**src/rtl/bsg_mesh_traffic_pkg.sv**
```systemverilog
// Shared types for the mesh traffic node: packet layout macro, FSM states
// and a saturating counter helper.
`define DECLARE_BSG_MESH_TRAFFIC_PKT_S(seq_w, y_w, x_w) \
  typedef struct packed { \
    logic [seq_w-1:0] seq; \
    logic [y_w-1:0]   src_y; \
    logic [x_w-1:0]   src_x; \
    logic [y_w-1:0]   dest_y; \
    logic [x_w-1:0]   dest_x; \
  } bsg_mesh_traffic_pkt_s

package bsg_mesh_traffic_pkg;

  typedef enum logic [1:0] {
    e_idle  = 2'd0,
    e_send  = 2'd1,
    e_drain = 2'd2,
    e_done  = 2'd3
  } state_e;

  function automatic logic [31:0] sat_inc(input logic [31:0] v);
    return (v == 32'hFFFF_FFFF) ? v : v + 32'd1;
  endfunction

endpackage

```
**src/rtl/bsg_mesh_traffic_checker.sv**
```systemverilog
// Receive side of a traffic node: consumes ejected packets, tracks the next
// expected sequence number per source and flags any ordering or routing fault.
module bsg_mesh_traffic_checker
  import bsg_mesh_traffic_pkg::*;
#(
  parameter  int x_cord_width_p = 2,
  parameter  int y_cord_width_p = 2,
  parameter  int num_x_p        = 4,
  parameter  int num_y_p        = 4,
  parameter  int seq_width_p    = 8,
  localparam int width_lp       = seq_width_p + 2*(y_cord_width_p + x_cord_width_p)
) (
  input  logic                      clk_i,
  input  logic                      reset_i,
  input  logic                      clear_i,
  input  logic [x_cord_width_p-1:0] my_x_i,
  input  logic [y_cord_width_p-1:0] my_y_i,
  input  logic                      v_i,
  input  logic [width_lp-1:0]       data_i,
  input  logic                      consume_en_i,
  input  logic                      excess_chk_i,
  input  logic [31:0]               expected_i,
  output logic                      yumi_o,
  output logic                      error_o,
  output logic [31:0]               recv_count_o
);

  `DECLARE_BSG_MESH_TRAFFIC_PKT_S(seq_width_p, y_cord_width_p, x_cord_width_p);

  localparam int num_nodes_lp = num_x_p * num_y_p;
  localparam int idx_width_lp = (num_nodes_lp > 1) ? $clog2(num_nodes_lp) : 1;

  bsg_mesh_traffic_pkt_s   w_pkt;
  logic                    w_yumi;
  logic                    w_src_ok;
  logic                    w_dest_ok;
  logic                    w_seq_ok;
  logic                    w_excess;
  logic                    w_bad;
  logic [idx_width_lp-1:0] w_idx;

  logic [seq_width_p-1:0]  r_exp_seq [num_nodes_lp];
  logic                    r_error;
  logic [31:0]             r_recv;

  assign w_pkt     = data_i;
  assign w_yumi    = v_i & consume_en_i;
  assign w_src_ok  = (int'(w_pkt.src_x) < num_x_p) && (int'(w_pkt.src_y) < num_y_p);
  assign w_dest_ok = (w_pkt.dest_x == my_x_i) && (w_pkt.dest_y == my_y_i);
  assign w_idx     = idx_width_lp'(int'(w_pkt.src_y) * num_x_p + int'(w_pkt.src_x));
  assign w_seq_ok  = w_src_ok && (w_pkt.seq == r_exp_seq[w_idx]);
  // Anything consumed once the quota is met in DRAIN/DONE is surplus traffic.
  assign w_excess  = excess_chk_i && (r_recv == expected_i);
  assign w_bad     = !w_dest_ok || !w_src_ok || !w_seq_ok || w_excess;

  always_ff @(posedge clk_i) begin
    if (reset_i || clear_i) begin
      r_error <= 1'b0;
      r_recv  <= '0;
    end else if (w_yumi) begin
      r_recv <= sat_inc(r_recv);
      if (w_bad) r_error <= 1'b1;
    end
  end

  // NOTE: the sequence table is deliberately reset (and cleared on start) so a
  // new run never compares against stale per-source state.
  always_ff @(posedge clk_i) begin
    if (reset_i || clear_i) begin
      for (int i = 0; i < num_nodes_lp; i++) r_exp_seq[i] <= '0;
    end else if (w_yumi && w_src_ok) begin
      r_exp_seq[w_idx] <= r_exp_seq[w_idx] + seq_width_p'(1);
    end
  end

  assign yumi_o       = w_yumi;
  assign error_o      = r_error;
  assign recv_count_o = r_recv;

endmodule

```
**src/rtl/bsg_mesh_traffic_node.sv**
```systemverilog
// Mesh traffic node: injects all-to-all sweep or transpose traffic and
// checks its ejected packets via bsg_mesh_traffic_checker.
module bsg_mesh_traffic_node
  import bsg_mesh_traffic_pkg::*;
#(
  parameter  int x_cord_width_p = 2,
  parameter  int y_cord_width_p = 2,
  parameter  int num_x_p        = 4,
  parameter  int num_y_p        = 4,
  parameter  int seq_width_p    = 8,
  localparam int width_lp       = seq_width_p + 2*(y_cord_width_p + x_cord_width_p)
) (
  input  logic                      clk_i,
  input  logic                      reset_i,
  input  logic [x_cord_width_p-1:0] my_x_i,
  input  logic [y_cord_width_p-1:0] my_y_i,
  input  logic                      start_i,
  input  logic                      mode_i,
  input  logic [seq_width_p-1:0]    rounds_i,
  input  logic                      consume_en_i,
  output logic                      v_o,
  output logic [width_lp-1:0]       data_o,
  input  logic                      ready_and_i,
  input  logic                      v_i,
  input  logic [width_lp-1:0]       data_i,
  output logic                      yumi_o,
  output logic                      busy_o,
  output logic                      done_o,
  output logic                      error_o,
  output logic [31:0]               sent_count_o,
  output logic [31:0]               recv_count_o
);

  `DECLARE_BSG_MESH_TRAFFIC_PKT_S(seq_width_p, y_cord_width_p, x_cord_width_p);

  localparam int num_nodes_lp = num_x_p * num_y_p;
  localparam logic [x_cord_width_p-1:0] max_x_lp = x_cord_width_p'(num_x_p - 1);
  localparam logic [y_cord_width_p-1:0] max_y_lp = y_cord_width_p'(num_y_p - 1);

  state_e                    r_state;
  state_e                    w_state_n;
  state_e                    w_start_tgt;
  logic                      r_mode;
  logic [seq_width_p-1:0]    r_rounds;
  logic [seq_width_p-1:0]    r_round;
  logic [x_cord_width_p-1:0] r_dx;
  logic [y_cord_width_p-1:0] r_dy;
  logic [31:0]               r_expected;
  logic [31:0]               r_sent;

  logic                      w_send;
  logic                      w_drain;
  logic                      w_start;
  logic                      w_xfer;
  logic                      w_wrap_xy;
  logic                      w_last;
  logic                      w_tp_valid;
  logic [31:0]               w_expected_n;
  bsg_mesh_traffic_pkt_s     w_pkt;

  assign w_send  = (r_state == e_send);
  assign w_drain = (r_state == e_drain);
  // Start is only honoured from IDLE/DONE; a start while busy is dropped.
  assign w_start = start_i && !(w_send || w_drain);
  assign w_xfer  = w_send && ready_and_i;

  assign w_wrap_xy = (r_dx == max_x_lp) && (r_dy == max_y_lp);
  assign w_last    = (r_round == (r_rounds - seq_width_p'(1))) && (r_mode || w_wrap_xy);

  // In transpose mode only the node at (x=my_y, y=my_x) targets us.
  assign w_tp_valid   = (int'(my_y_i) < num_x_p) && (int'(my_x_i) < num_y_p);
  assign w_expected_n = mode_i ? (w_tp_valid ? 32'(rounds_i) : 32'd0)
                               : 32'(rounds_i) * 32'(num_nodes_lp);
  assign w_start_tgt  = (rounds_i != '0) ? e_send : e_done;

  always_ff @(posedge clk_i) begin
    if (reset_i) begin
      r_state    <= e_idle;
      r_mode     <= 1'b0;
      r_rounds   <= '0;
      r_expected <= '0;
    end else begin
      r_state <= w_state_n;
      if (w_start) begin
        r_mode     <= mode_i;
        r_rounds   <= rounds_i;
        r_expected <= w_expected_n;
      end
    end
  end

  // NOTE: every output of this block gets a default before the case, so no
  // path can leave it unassigned and infer a latch.
  always_comb begin
    w_state_n = r_state;
    case (r_state)
      e_idle:  if (start_i) w_state_n = w_start_tgt;
      e_send:  if (w_xfer && w_last) w_state_n = e_drain;
      e_drain: if (recv_count_o >= r_expected) w_state_n = e_done;
      e_done:  if (start_i) w_state_n = w_start_tgt;
      default: w_state_n = e_idle;
    endcase
  end

  // Destination walk: dest_x fastest, then dest_y, then round.
  always_ff @(posedge clk_i) begin
    if (reset_i || w_start) begin
      r_round <= '0;
      r_dx    <= '0;
      r_dy    <= '0;
    end else if (w_xfer) begin
      if (r_mode || w_wrap_xy) begin
        r_dx    <= '0;
        r_dy    <= '0;
        r_round <= r_round + seq_width_p'(1);
      end else if (r_dx == max_x_lp) begin
        r_dx <= '0;
        r_dy <= r_dy + y_cord_width_p'(1);
      end else begin
        r_dx <= r_dx + x_cord_width_p'(1);
      end
    end
  end

  always_ff @(posedge clk_i) begin
    if (reset_i || w_start) r_sent <= '0;
    else if (w_xfer)        r_sent <= sat_inc(r_sent);
  end

  // Packet fields come only from registered state and static coordinates,
  // so data_o cannot move while a transfer is pending.
  always_comb begin
    w_pkt       = '0;
    w_pkt.seq   = r_round;
    w_pkt.src_y = my_y_i;
    w_pkt.src_x = my_x_i;
    if (r_mode) begin
      w_pkt.dest_x = x_cord_width_p'(my_y_i);
      w_pkt.dest_y = y_cord_width_p'(my_x_i);
    end else begin
      w_pkt.dest_x = r_dx;
      w_pkt.dest_y = r_dy;
    end
  end

  assign v_o          = w_send;
  assign data_o       = w_send ? w_pkt : '0;
  assign busy_o       = w_send || w_drain;
  assign done_o       = (r_state == e_done);
  assign sent_count_o = r_sent;

  bsg_mesh_traffic_checker #(
    .x_cord_width_p(x_cord_width_p),
    .y_cord_width_p(y_cord_width_p),
    .num_x_p       (num_x_p),
    .num_y_p       (num_y_p),
    .seq_width_p   (seq_width_p)
  ) u_checker (
    .clk_i       (clk_i),
    .reset_i     (reset_i),
    .clear_i     (w_start),
    .my_x_i      (my_x_i),
    .my_y_i      (my_y_i),
    .v_i         (v_i),
    .data_i      (data_i),
    .consume_en_i(consume_en_i),
    .excess_chk_i(w_drain || done_o),
    .expected_i  (r_expected),
    .yumi_o      (yumi_o),
    .error_o     (error_o),
    .recv_count_o(recv_count_o)
  );

endmodule
```
**config.mk**
```make
export PLATFORM = sky130hd
export DESIGN_NAME = bsg_mesh_traffic_node
export DESIGN_NICKNAME = d
export VERILOG_FILES = /design/src/rtl/bsg_mesh_traffic_pkg.sv /design/src/rtl/bsg_mesh_traffic_checker.sv /design/src/rtl/bsg_mesh_traffic_node.sv
export SDC_FILE = /design/constraint.sdc
export NUM_CORES = 1
export LEC_CHECK = 0
export BUFFER_PORTS_ARGS = -buffer_cell sky130_fd_sc_hd__buf_4
export CAP_MARGIN = 20
export CORE_MARGIN = 2
export CORE_UTILIZATION = 54
export DETAILED_ROUTE_END_ITERATION = 6
export PLACE_DENSITY = 0.83
export SLEW_MARGIN = 20
export SYNTH_ARGS = -nofsm -noshare
export SYNTH_HDL_FRONTEND = slang
export SYNTH_HIERARCHICAL = 1
export SYNTH_SLANG_ARGS = --single-unit
```
**constraint.sdc**
```tcl
create_clock -name clk_i -period 3 [get_ports clk_i]
set_input_delay 0 -clock clk_i [delete_from_list [all_inputs] [get_ports clk_i]]
set_output_delay 0 -clock clk_i [all_outputs]
set_load 0.05 [all_outputs]
```
==> flow_summary.json <==
{
  "final_common_cell": "buf_4",
  "final_cell_mix": "buf_4 (168), nor2_1 (157), edfxtp_1 (128)",
  "rows": 55,
  "port_buffers": 119,
  "route.vias.total": 10200,
  "status": "finished, final reports clean",
  "end_kind": "flip-flop",
  "power.leakage_uw": 0.00571,
  "grt_pass1_vias": 9884,
  "syn_area_sq_um": 12200,
  "fp.dieW_microns": 155,
  "ir_drop_mv": 0.491,
  "route.detailed.drc": 0,
  "numCtsBuffers": 25,
  "crit_family": "multiplexers",
  "min_path_type": "input pin to flip-flop",
  "clk_pin_slew_worst_paths_ns": 0.06,
  "synth_top_flop_cell": "edfxtp_1",
  "synth.distinct_cells": 71,
  "cts_tree": "built",
  "vias_per_cell": 6.18,
  "synthXorXnorAreaFrac": 0.0686,
  "tightest_slew_ns": 0.954,
  "wire_per_inst_microns": 20.4,
  "cts_max_level": 1,
  "antenna_found_initial": 0,
  "period_minus_slack_ns": 2.79,
  "ant_nets": 0,
  "arrival_ns": 3.13,
  "routed_wl_microns": 33600,
  "skew_ns": 0.0172,
  "nets": 1399,
  "rsz0062_at_grt": "no",
  "drt_first_iter_violations": 1017,
  "yosys.area_share.simple": 0.209,
  "antenna_cells": 0,
  "grt_usage": 0.278,
  "dpl.hpwl_microns": 22400,
  "area_growth_syn_to_layout_pct": 19.4,
  "start_util": 0.545,
  "worstPathRequired_ns": 3.34,
  "synthDominantAreaCellType": "edfxtp_1",
  "die_y_microns": 155,
  "relSlewSlack": 0.364,
  "clockRootBuffer": "clkbuf_16",
  "first_pass_iters": 5,
  "place.gp.congestion": 0.941,
  "clk_latency_ns": 0.53,
  "ios": 120,
  "coreArea_sq_um": 22400,
  "cts_sinks": 228,
  "powerDensity_nw_per_um2": 640,
  "setup_tns_ns": 0,
  "grt_start_max_net_pins": 45,
  "crit_path_start_kind": "flip-flop",
  "ys_warn_count": 6,
  "synth-edff-count": 128,
  "synth_top_family_by_area": "simple AND/OR/NAND/NOR gates",
  "syn_inst": 1168,
  "cts_hold_buf": 20,
  "fin_crit_sh": 0.930,
  "synth_compound_area_frac": 0.0846,
  "p_total_uw": 9350,
  "synth_async_sr_flop_share": 0,
  "synthTopCellsByArea": "edfxtp_1 (31%), dfxtp_1 (16%), nor2_1 (4.8%), xor2_1 (4.6%), mux4_2 (4.0%)",
  "synth_top_area_share": 0.314,
  "slew_violations": 0,
  "dieArea_sq_um": 23900,
  "worst-path-buf-inv": 0,
  "slowest_stage": "mux4_1",
  "avgSynthCellArea_sq_um": 10.5,
  "yosysSeqAreaShare": 0.478,
  "cp_cell_sequence": "mux4_1 -> mux4_2 -> and3_4 -> and4_1 -> nor3_1",
  "setup_viol": 0,
  "synth-seq-cells": 228,
  "post_cts_resized": 0,
  "hold_viol_final": 0,
  "cts_setup_buffers": 0,
  "grt_overflow": 0,
  "clockBufferDepth": 3,
  "cp_max_fo": 16,
  "cap_viol_max_count": 0,
  "grt_first_pass_wirelength_microns": 53000,
  "max_stage_delay_ns": 0.59,
  "clock.fmax_mhz": 358,
  "critical_path_class": "flip-flop to flip-flop",
  "synthMuxAreaShare": 0.0954,
  "drive_gt1_frac": 0.210,
  "synth_fa_ha_area_frac": 0.0225
}
## state kept, by name, summed over array words and instances (netlist names)
register / flops
r_rounds: 8
u_checker/recv_count_o: 32
sent_count_o: 32
r_dy: 2
u_checker/r_exp_seq: 128
r_expected: 12
r_round: 8
r_state: 2
r_mode: 1
u_checker/error_o: 1
r_dx: 2
## through the flow
stage	hold WS, ns	utilization	cell area (sq um)	cells	setup slack (ns)
2_1_floorplan	0.0728	-	12300	1187	0.0603
3_3_place_gp	0.291	0.605	13600	1580	0.257
3_5_place_dp	0.287	0.605	13600	1580	0.131
4_1_cts	0.0189	0.651	14600	1646	0.194
5_1_grt	0.0566	0.651	14600	1646	0.160
6_report	0.0448	0.651	14600	1646	0.209
## Yosys cell counts (all sizes together), types with 30 or more instances
| library cell | instances |
|---|---|
| edfxtp | 128 |
| nor3 | 37 |
| nor2 | 158 |
| nand2 | 86 |
| mux2i | 35 |
| xnor2 | 30 |
| nand3 | 46 |
| nand4 | 30 |
| clkbuf | 31 |
| xor2 | 65 |
| dfxtp | 100 |
| buf | 30 |
| a21oi | 81 |
## final cells by class
type / instances / area, sq um
inverter: 31 / 116
clock buffer: 27 / 643
timing repair buffer: 190 / 1500
tap: 285 / 357
fill: 1695 / 7820
multi-input combinational: 866 / 5970
sequential: 228 / 5850
clock inverter: 19 / 184
## worst register-to-register path: stages (launching register included)
cell and delay [ns]:
edfxtp_1 0.40, mux4_1 0.59, mux4_2 0.59, and3_4 0.24, and4_1 0.50, nor3_1 0.28
## kinds of logic (layout without fill, tap and decap cells)
| logic type | Yosys count | after routing |
|---|---|---|
| AND/OR/NAND/NOR | 491 | 491 |
| flip-flops | 228 | 228 |
| AO/OA/AOI/OAI | 164 | 164 |
| XOR/XNOR | 95 | 95 |
| buffers and inverters | 93 | 267 |
| multiplexers | 74 | 74 |
| adder cells (fa/ha/maj) | 22 | 22 |
| other | 1 | 20 |
## worst paths after layout
| kind | start | to | slack, ns | depth (start not counted) |
|---|---|---|---|---|
| worst max-delay path | u_checker/r_exp_seq[8][0] | u_checker/r_exp_seq[6][5] | 0.21 | 5 |
| worst min-delay path | data_i[15] | u_checker/error_o | 0.04 | 4 |
| worst max register to register | u_checker/r_exp_seq[8][0] | u_checker/r_exp_seq[6][5] | 0.21 | 5 |
| worst min register to register | r_expected[9] | r_expected[9] | 0.49 | 2 |
## where the power goes
group          internal (uW)  total [uW]  switching [uW]
registers               3770        3960             186
logic                    768        2300            1540
clock network           1810        3080            1270
## metal layers
metal | vias up | routed length, microns | global-route usage | share of wire
li1 | 4630 | - | - | -
met1 | 4931 | 13100 | 0.371 | 0.39
met2 | 538 | 16400 | 0.466 | 0.49
met3 | 74 | 3140 | 0.0465 | 0.093
met4 | 0 | 876 | 0.0886 | 0.026
met5 | - | 0 | 0 | 0
Note: power is estimated with default switching activity, not from simulation.
